`src/rtl/cskipa_pkg.sv`:
```
// Shared types and constants for the carry-skip adder feed/accumulate stage.
// Holds the FSM encoding and the {cout,sum} result tuple returned by the adder slice.
package cskipa_pkg;

  localparam int ADD_W = 6;

  typedef enum logic [1:0] {
    ACCEPT = 2'd0,
    EVAL   = 2'd1,
    OUT    = 2'd2
  } state_e;

  typedef struct packed {
    logic             cout;
    logic [ADD_W-1:0] sum;
  } add_res_t;

endpackage

```
`src/rtl/cskipa_acc_reg.sv`:
```
// Frame accumulator: wrapping total, saturating pair count, sticky overflow flag.
// clr takes priority over add_en so a frame result is released cleanly.
module cskipa_acc_reg
  import cskipa_pkg::*;
#(
  parameter int ACC_W = 16,
  parameter int CNT_W = 8
) (
  input  logic             clk,
  input  logic             rst_n,
  input  logic             add_en,
  input  logic             clr,
  input  logic [ADD_W:0]   din,
  output logic [ACC_W-1:0] acc,
  output logic [CNT_W-1:0] count,
  output logic             ovf
);

  logic [ACC_W-1:0] acc_q, acc_d;
  logic [CNT_W-1:0] count_q, count_d;
  logic             ovf_q, ovf_d;
  logic [ACC_W:0]   sum_ext;
  logic             count_sat;

  assign sum_ext   = {1'b0, acc_q} + {{(ACC_W-ADD_W){1'b0}}, din};
  assign count_sat = &count_q;

  always_comb begin
    // NOTE: every always_comb output gets a default first so no path leaves it unassigned (no latch).
    acc_d   = acc_q;
    count_d = count_q;
    ovf_d   = ovf_q;
    if (clr) begin
      acc_d   = '0;
      count_d = '0;
      ovf_d   = 1'b0;
    end else if (add_en) begin
      acc_d   = sum_ext[ACC_W-1:0];
      count_d = count_sat ? count_q : count_q + CNT_W'(1);
      ovf_d   = ovf_q | sum_ext[ACC_W] | count_sat;
    end
  end

  always_ff @(posedge clk) begin
    // NOTE: sequential state uses non-blocking assignments so all registers update together at the edge.
    if (!rst_n) begin
      acc_q   <= '0;
      count_q <= '0;
      ovf_q   <= 1'b0;
    end else begin
      acc_q   <= acc_d;
      count_q <= count_d;
      ovf_q   <= ovf_d;
    end
  end

  assign acc   = acc_q;
  assign count = count_q;
  assign ovf   = ovf_q;

endmodule

```
`src/rtl/cskipa_result_accum.sv`:
```
// Operand feed and result accumulation around an external 6-bit carry-skip adder.
// Handshake readies/valids decode from registered state only, so no input-to-ready paths exist.
module cskipa_result_accum
  import cskipa_pkg::*;
#(
  parameter int ACC_W = 16,
  parameter int CNT_W = 8
) (
  input  logic             clk,
  input  logic             rst_n,
  input  logic             in_valid,
  output logic             in_ready,
  input  logic [ADD_W-1:0] in_a,
  input  logic [ADD_W-1:0] in_b,
  input  logic             in_last,
  output logic [ADD_W-1:0] o_add_term1,
  output logic [ADD_W-1:0] o_add_term2,
  input  logic [ADD_W-1:0] i_sum,
  input  logic             i_cout,
  output logic             out_valid,
  input  logic             out_ready,
  output logic [ACC_W-1:0] out_total,
  output logic [CNT_W-1:0] out_count,
  output logic             out_ovf
);

  if (ACC_W < ADD_W + 1) begin : g_bad_acc_w
    $error("cskipa_result_accum: ACC_W must be at least ADD_W+1");
  end

  state_e           state_q, state_d;
  logic [ADD_W-1:0] term1_q, term1_d;
  logic [ADD_W-1:0] term2_q, term2_d;
  logic             last_q, last_d;
  add_res_t         add_res;

  assign add_res = '{cout: i_cout, sum: i_sum};

  always_comb begin
    state_d = state_q;
    term1_d = term1_q;
    term2_d = term2_q;
    last_d  = last_q;
    case (state_q)
      ACCEPT: begin
        if (in_valid) begin
          term1_d = in_a;
          term2_d = in_b;
          last_d  = in_last;
          state_d = EVAL;
        end
      end
      EVAL:    state_d = last_q ? OUT : ACCEPT;
      OUT:     if (out_ready) state_d = ACCEPT;
      default: state_d = ACCEPT;
    endcase
  end

  always_ff @(posedge clk) begin
    if (!rst_n) begin
      state_q <= ACCEPT;
      term1_q <= '0;
      term2_q <= '0;
      last_q  <= 1'b0;
    end else begin
      state_q <= state_d;
      term1_q <= term1_d;
      term2_q <= term2_d;
      last_q  <= last_d;
    end
  end

  // The adder output is only sampled in EVAL, one cycle after the terms were registered.
  cskipa_acc_reg #(
    .ACC_W(ACC_W),
    .CNT_W(CNT_W)
  ) u_acc_reg (
    .clk   (clk),
    .rst_n (rst_n),
    .add_en(state_q == EVAL),
    .clr   ((state_q == OUT) && out_ready),
    .din   (add_res),
    .acc   (out_total),
    .count (out_count),
    .ovf   (out_ovf)
  );

  assign in_ready    = (state_q == ACCEPT);
  assign out_valid   = (state_q == OUT);
  assign o_add_term1 = term1_q;
  assign o_add_term2 = term2_q;

endmodule

```
`config.mk`:
```
export PLATFORM = sky130hd
export DESIGN_NAME = cskipa_result_accum
export DESIGN_NICKNAME = d
export VERILOG_FILES = /design/src/rtl/cskipa_pkg.sv /design/src/rtl/cskipa_acc_reg.sv /design/src/rtl/cskipa_result_accum.sv
export SDC_FILE = /design/constraint.sdc
export NUM_CORES = 1
export LEC_CHECK = 0
export CAP_MARGIN = 15
export CELL_PAD_IN_SITES_DETAIL_PLACEMENT = 0
export CELL_PAD_IN_SITES_GLOBAL_PLACEMENT = 1
export CORE_ASPECT_RATIO = 1.1
export CORE_MARGIN = 2
export CORE_UTILIZATION = 45
export CTS_CLUSTER_DIAMETER = 150
export DETAILED_ROUTE_END_ITERATION = 10
export DONT_BUFFER_PORTS = 1
export GPL_ROUTABILITY_DRIVEN = 0
export GPL_TIMING_DRIVEN = 0
export PLACE_DENSITY_LB_ADDON = 0.1
export RECOVER_POWER = 50
export SYNTH_ARGS = -nofsm -noshare
export SYNTH_HDL_FRONTEND = slang
export SYNTH_SLANG_ARGS = --single-unit
```
`constraint.sdc`:
```
create_clock -name clk -period 2.53 [get_ports clk]
set_clock_uncertainty 0.05 [all_clocks]
set_input_delay 0.3795 -clock clk [delete_from_list [all_inputs] [get_ports clk]]
set_output_delay 0.3795 -clock clk [all_outputs]
set_load 0.03 [all_outputs]
```
Word level (Yosys, flattened, before mapping)
Cells that the tools add are included.
{"block": "classes", "addsub": 2, "n_eq_ne": 4, "muxes": 4, "bitwise": 4, "n_reduce_logical": 7}
{"cell": "$add 16x7->17", "count": 1}
{"cell": "$add 8x1->8 const B", "count": 1}
{"cell": "$reduce_and 8->1", "count": 1}
{"cell": "$mux 2", "count": 3}
{"cell": "$pmux 2 s3", "count": 1}
{"cell": "$reduce_and 2->1", "count": 3}
{"cell": "$eq 2x1->1 const B", "count": 1}
{"cell": "$eq 2x2->1 const B", "count": 1}
{"cell": "$logic_not 2->1", "count": 1}
{"cell": "$ne 2x1->1 const B", "count": 1}
{"cell": "$ne 2x2->1 const B", "count": 1}
{"cell": "$not 1->1", "count": 2}
{"cell": "$or 1x1->1", "count": 2}
{"cell": "$reduce_or 2->1", "count": 1}
{"cell": "$logic_and 1x1->1", "count": 1}
{"block": "totals", "reg_bits": 40, "inputBits": 24, "out_inout_bits": 39, "wordCells": 28}

Longest topological paths before layout
Gate-level depths: netlist (run 1).
{"block": "logic_depth", "word_depth": 3, "ltp_mapped": 6}

By module
A second synthesis (run 1) with hierarchy kept.
{"block": "hier_totals", "hier_cells": 237, "area_unflattened_um2": 2083.2}
{"mod": "cskipa_acc_reg", "n_inst": 1, "cells_each": 170, "area_per_inst_um2": 1453.9, "seq_area_each_um2": 500.5}
{"mod": "cskipa_result_accum", "n_inst": 1, "cells_each": 67, "area_per_inst_um2": 629.4, "seq_area_each_um2": 300.3}

Worst setup path after synthesis (run 1)
No wires, ideal clock.
{"block": "synth_path", "path_kind": "register to register", "startpoint": "register u_acc_reg.acc_q[0], in the netlist u_acc_reg.acc[0]", "endpoint": "register u_acc_reg.acc_q[8], in the netlist u_acc_reg.acc[8]", "arrival_time_ns": 1.977, "path_slack_ns": 0.432, "path_stages_with_launch": 7, "n_path_buf": 0, "cell_sequence": "dfxtp_1 -> ha_1 -> fa_1 -> a211oi_1 -> o211a_1 -> or4_1 -> a21oi_1"}
{"block": "synth_between", "elab_chain_cells": 1}
{"item": "from (decl)", "line": "cskipa_acc_reg.sv:19", "text": "logic [ACC_W-1:0] acc_q, acc_d;"}
{"item": "from (signal assigned)", "line": "cskipa_acc_reg.sv:47", "text": "acc_q <= '0;"}
{"item": "from (signal assigned)", "line": "cskipa_acc_reg.sv:51", "text": "acc_q <= acc_d;"}
{"item": "$add 16x7->17", "line": "cskipa_acc_reg.sv:25", "text": "assign sum_ext = {1'b0, acc_q} + {{(ACC_W-ADD_W){1'b0}}, din};"}
No other way between the ends.
A chain may end at the register's enable or synchronous reset.

Final worst setup path (run 1)
{"block": "layout_path", "startpoint": "register u_acc_reg.acc_q[0], in the netlist u_acc_reg.acc[0]", "endpoint": "register u_acc_reg.acc_q[12], in the netlist u_acc_reg.acc[12]"}
The elaborated chain is that of the path after synthesis.

==> results of run 1 <==
## stage by stage
| step | cells | hold WS [ps] |
|---|---|---|
| floorplan | 232 | 386.0 |
| global placement | 286 | 398.4 |
| detailed placement | 286 | 407.1 |
| CTS | 294 | 153.2 |
| global route | 294 | 153.1 |
| finish | 294 | 167.2 |
## power breakdown
part,internal (mW),switching (mW)
logic,0.0521,0.0936
clock network,0.348,0.223
registers,0.653,0.0620
total,1.05,0.378
## worst max-delay path by stage
stage,start,end,slack [ps],cells past startpoint
final,u_acc_reg.acc[0]$_SDFFE_PP0P_,u_acc_reg.acc[12]$_SDFFE_PP0P_,200,6
after global routing,u_acc_reg.acc[0]$_SDFFE_PP0P_,u_acc_reg.acc[12]$_SDFFE_PP0P_,50,6
after CTS,u_acc_reg.acc[0]$_SDFFE_PP0P_,u_acc_reg.acc[10]$_SDFFE_PP0P_,180,6
after detailed placement,u_acc_reg.acc[0]$_SDFFE_PP0P_,u_acc_reg.acc[10]$_SDFFE_PP0P_,210,6
after global placement,u_acc_reg.acc[0]$_SDFFE_PP0P_,u_acc_reg.acc[10]$_SDFFE_PP0P_,250,6
after floorplan,u_acc_reg.acc[0]$_SDFFE_PP0P_,u_acc_reg.acc[8]$_SDFFE_PP0P_,430,6
## kinds of logic after synthesis
group           count (synthesis)  share of synthesized area (%)
compound gates                 74                          24.19
xor+xnor                        6                          2.717
fa+ha+maj                       9                          6.210
buf+inv                        17                          3.751
flops                          40                          41.40
mux                             1                         0.5175
simple gates                   85                          21.22
## state kept, by name, summed over array words and instances (netlist names)
register,flops
u_acc_reg.count,8
u_acc_reg.acc,16
o_add_term2,6
u_acc_reg.ovf,1
last_q,1
state_q,2
o_add_term1,6
## worst max-delay path: stages, from the launching register on
cell      delay, ps
dfxtp_1         530
ha_1            280
fa_1            260
a211oi_1        120
o211a_1         340
or4_1           530
a21oi_1         150
## cells in the final DEF, fill, tap and decap left out, types with 7 or more instances in the layout
cell type	n
clkbuf_8	7
o21ai_0	11
o31ai_1	7
dfxtp_1	40
a21oi_1	33
nand3_1	9
nand2_1	45
ha_1	8
nor2_1	8
clkbuf_1	9
## layer usage
layer  track usage (%)  share of wire, %  wire length [um]  vias up
met3             6.481               7.5               338        6
met2             33.44                50              2275       51
met1             22.46                41              1832      811
met5                 0                 0                 0        -
li1                  -                 -                 -      857
met4             6.803               1.3                60        0
## final cells by class
type,count,area (um2)
fillers,415,2095
clock buffers,7,96.34
flip-flops and latches,40,800.8
inverters,5,18.77
well taps,54,67.56
multi-input cells,175,1061
plain buffers,12,53.80
clock inverters,1,30.03
==> run_results.csv, run 1 <==
group,metric,value,unit
synth,synth_top_area_share,41.40,%
cts,insertion_delay,290,ps
synth,syn_area,0.001934,mm2
timing,relSlewSlack,54.47,%
place,pre_cts_slack,210.6,ps
synth,synthFlopType,"dfxtp_1",
flow_run,cap_violations,0,
worst_setup_path,worstSetupPathType,"flop to flop",
timing,rsz0062_at_grt,"false",
hold_path,worstHoldStart,"in_a[1]",
routing,via_per_inst,5.867,
grt,grt_overflow,0,
grt,grt_max_degree,13,
die,floorplan.initialDensity,45.81,%
synth,async_flop_share,0,%
routing,wl,4.506,mm
hold_path,worstHoldPathCells,2,
synth,synthCells,232,
synth,synthTopCellsByCount,"45 x nand2_1, 40 x dfxtp_1, 33 x a21oi_1",
die,core_area,0.004223,mm2
routing,drtIter0Drc,47,
grt,antenna_found_initial,0,
timing,hold_viol,0,
hold_path,hold_path.class,"input pin to flop",
timing,fin_crit_sh,92.02,%
place,place_area,0.002002,mm2
die,io_pins,63,
status,status,"finished, final reports clean",
synth,synth_top_cell_by_area,"dfxtp_1",
worst_setup_path,critPathMaxFanout,9,
synth,yosys.cell_count.top_type,"nand2_1",
place,dp_hpwl,3.400,mm
cts,ctsHoldBuffers,0,
timing,period_minus_slack,2328,ps
worst_setup_path,r2r_start,"u_acc_reg.acc[0]$_SDFFE_PP0P_",
timing,slew_violations,0,
timing,clock.fmax,0.4295,GHz
cts,cts_buffer_depth,2,
timing,finalSetupViolations,0,
grt,grt_use_total,19.45,%
synth,synth_cell_type_count,43,
power,p_leak,0.7324,nW
timing,finalSetupTns,0,ps
worst_setup_path,required,2700,ps
synth,netlist_top_cells_area,"dfxtp_1 41%, nand2_1 8.7%, a21oi_1 8.5%",
routing,drt_pass1_iterations,4,
worst_setup_path,r2r-end,"u_acc_reg.acc[12]$_SDFFE_PP0P_",
routing,num_vias,1725,
synth,syn_area_per_cell,8.338,um2
synth,synth_edf_count,0,
power,peakVddDrop,0.4284,mV
synth,ys_ff_latch,40,
cts,htree_levels,2,
die,die_x,66.51,um
grt,grt_pass1_wl,7.224,mm
cts,cts_tree,"built",
timing,postLayoutSetupSlackWorst,201.9,ps
worst_setup_path,start_kind,"flop",
power,cellPowerDensity,672.5,mW/mm2
synth,yosys_warnings,0,
die,rows,25,
worst_setup_path,reg2reg_slack,200,ps
synth,syn_nets,265,
worst_setup_path,critical_path_arrival,2500,ps
grt,grt_pass1_vias,1671,
routing,wl_per_cell,15.33,um
hold_path,min_to,"o_add_term1[1]$_SDFFE_PN0P_",
cts,cts_setup_buffers,0,
cts,cts_resized,0,
place,port_buffers,0,
timing,max_slew.worst_pin.slew,680.5,ps
cells_and_area,final_util,50.40,%
cts,cts_buffers,5,
routing,route.antenna.remaining_nets,0,
cts,clk_pin_slew,80,ps
cts,cts-root-buf,"clkbuf_8",
routing,drc_errors,0,
cells_and_area,final_area,0.002128,mm2
worst_setup_path,reg2reg_depth,6,
cells_and_area,drive_above_1_share,5.000,%
die,die_h,72.77,um
die,dieArea,0.004840,mm2
cells_and_area,area_growth,10.03,%
cells_and_area,antenna_cells,0,
worst_setup_path,cp-end-kind,"flop",
cts,clock_sinks,40,
cells_and_area,layout.nets,272,
synth,synth_seq_area_share,41.40,%
power,total_power,1.431,mW
Power figures use the tool's default switching activity.
==> run 2: changes to the inputs <==
- MAX_ROUTING_LAYER: unset -> met4
==> run 2 against run 1 <==
Against the previous run:
- die area did not move
- clock power barely moved
- cell count did not move
- via count fell by 0.64%
- worst hold slack got worse by 0.54 ps
- fmax rose by 0.40%
- sequential power barely moved
- register-to-register slack barely moved
- setup slack improved by 9.4 ps
- sequential share of layout area did not move
- final area did not move
- utilization did not move
==> run_results.csv, run 2 (synthesis gave the netlist of run 1 again) <==
group,metric,value,unit
timing,whs,166.6,ps
cells_and_area,drive_above_1_share,5.000,%
worst_setup_path,r2r-end,"u_acc_reg.acc[12]$_SDFFE_PP0P_",
cells_and_area,final_common_cell,"nand2_1",
cts,cts_buffer_depth,2,
cells_and_area,largest_register_ffs,16,
cells_and_area,final_cell_mix,"45 x nand2_1, 40 x dfxtp_1, 33 x a21oi_1, 11 x o21ai_0",
cts,cts-root-buf,"clkbuf_8",
timing,relSlewSlack,54.80,%
routing,drc_errors,0,
status,status,"finished, final reports clean",
cells_and_area,multi_input_area,0.001061,mm2
cells_and_area,n_fill_cell,415,
cts,cts_setup_buffers,0,
power,total_power,1.431,mW
cts,clk_pin_slew,80,ps
timing,fin_crit_sh,91.65,%
worst_setup_path,cp-end-kind,"flop",
worst_setup_path,reg2reg_slack,210,ps
place,port_buffers,0,
routing,route.antenna.remaining_nets,0,
power,cellPowerDensity,672.6,mW/mm2
die,floorplan.initialDensity,45.81,%
power,p_leak,0.7324,nW
worst_setup_path,critPathMaxFanout,9,
worst_setup_path,r2r_start,"u_acc_reg.acc[0]$_SDFFE_PP0P_",
worst_setup_path,crit_path_cell_trace,"ha_1, fa_1, a211oi_1, o211a_1, or4_1, a21oi_1",
cts,cts_resized,0,
hold_path,min_to,"o_add_term1[1]$_SDFFE_PN0P_",
hold_path,worstHoldPathCells,2,
cells_and_area,final_util,50.40,%
routing,via_per_inst,5.830,
die,io_pins,63,
die,core_area,0.004223,mm2
die,dieArea,0.004840,mm2
timing,finalSetupViolations,0,
worst_setup_path,critical_path_arrival,2490,ps
timing,finalSetupTns,0,ps
die,rows,25,
timing,slew_violations,0,
worst_setup_path,crit_buf_inv,0,
cells_and_area,layout.nets,272,
cells_and_area,seqCellArea,800.8,um2
grt,grt_overflow,0,
power,peakVddDrop,0.4292,mV
worst_setup_path,worstSetupPathType,"flop to flop",
worst_setup_path,required,2700,ps
die,die_x,66.51,um
routing,wl,4.482,mm
hold_path,worstHoldStart,"in_a[1]",
grt,antenna_found_initial,0,
cts,cts_buffers,5,
hold_path,hold_path.class,"input pin to flop",
cells_and_area,antenna_cells,0,
worst_setup_path,start_kind,"flop",
grt,grt_max_degree,13,
cts,insertion_delay,290,ps
cts,ctsHoldBuffers,0,
worst_setup_path,cpPeakStageDelay,530,ps
flow_run,cap_violations,0,
timing,period_minus_slack,2319,ps
routing,drtIter0Drc,51,
cells_and_area,area_growth,10.03,%
routing,drt_pass1_iterations,4,
timing,max_slew.worst_pin.slew,675.5,ps
grt,grt_pass1_wl,7.217,mm
grt,grt_pass1_vias,1672,
die,die_h,72.77,um
routing,num_vias,1714,
place,dp_hpwl,3.400,mm
routing,wl_per_cell,15.24,um
timing,rsz0062_at_grt,"false",
grt,grt_use_total,20.02,%
worst_setup_path,cp_slowest_cell,"dfxtp_1",
cts,cts_tree,"built",
worst_setup_path,reg2reg_depth,6,
worst_setup_path,path_delay_family,"compound AO/OA/AOI/OAI gates",
timing,clock.fmax,0.4313,GHz
timing,hold_viol,0,
cts,htree_levels,2,
cts,clock_sinks,40,
## run 2: cell counts in the layout (fill, tap and decap cells not counted)
No cell type changed its count.
## run 2: report_power, final
group          switching, mW  internal (mW)  total [mW]
clock                  0.223          0.348       0.571
sequential            0.0620          0.653       0.715
combinational         0.0934         0.0521       0.146
## run 2: worst max-delay path by stage
stage / startpoint / to / slack (ps) / cells after the start
after floorplan: u_acc_reg.acc[0]$_SDFFE_PP0P_ / u_acc_reg.acc[8]$_SDFFE_PP0P_ / 430 / 6
after global placement: u_acc_reg.acc[0]$_SDFFE_PP0P_ / u_acc_reg.acc[10]$_SDFFE_PP0P_ / 250 / 6
after detailed placement: u_acc_reg.acc[0]$_SDFFE_PP0P_ / u_acc_reg.acc[10]$_SDFFE_PP0P_ / 210 / 6
after CTS: u_acc_reg.acc[0]$_SDFFE_PP0P_ / u_acc_reg.acc[10]$_SDFFE_PP0P_ / 180 / 6
after global routing: u_acc_reg.acc[0]$_SDFFE_PP0P_ / u_acc_reg.acc[12]$_SDFFE_PP0P_ / 50 / 6
final: u_acc_reg.acc[0]$_SDFFE_PP0P_ / u_acc_reg.acc[12]$_SDFFE_PP0P_ / 210 / 6
## run 2: worst register-to-register path: cells and delay by family, from the launching register on
family | cells | cell delay (ps)
flip-flops | 1 | 530
AND/OR/NAND/NOR | 1 | 530
adder cells (fa/ha/maj) | 2 | 540
AO/OA/AOI/OAI | 3 | 600
## run 2: through the flow
step / instances / setup slack (ps) / area (um2)
after CTS: 294 / 182.7 / 2128
after detailed placement: 286 / 210.6 / 2002
after floorplan: 232 / 432.5 / 1934
after global placement: 286 / 252.4 / 2002
final: 294 / 211.2 / 2128
after global routing: 294 / 53.86 / 2128
## run 2: cell type report
class	instances	area share, %
clock inverter	1	1.411
clock buffer	7	4.527
tap	54	3.175
buffer	12	2.528
sequential	40	37.62
multi-input combinational	175	49.85
inverter	5	0.8818
## run 2: routing by layer
layer	vias to the layer above	part of all wire [%]	GRT usage [%]
met5	-	0	-
met4	0	1.4	6.803
met3	6	7.1	6.173
met2	49	51	33.56
met1	801	41	22.56
li1	858	-	-
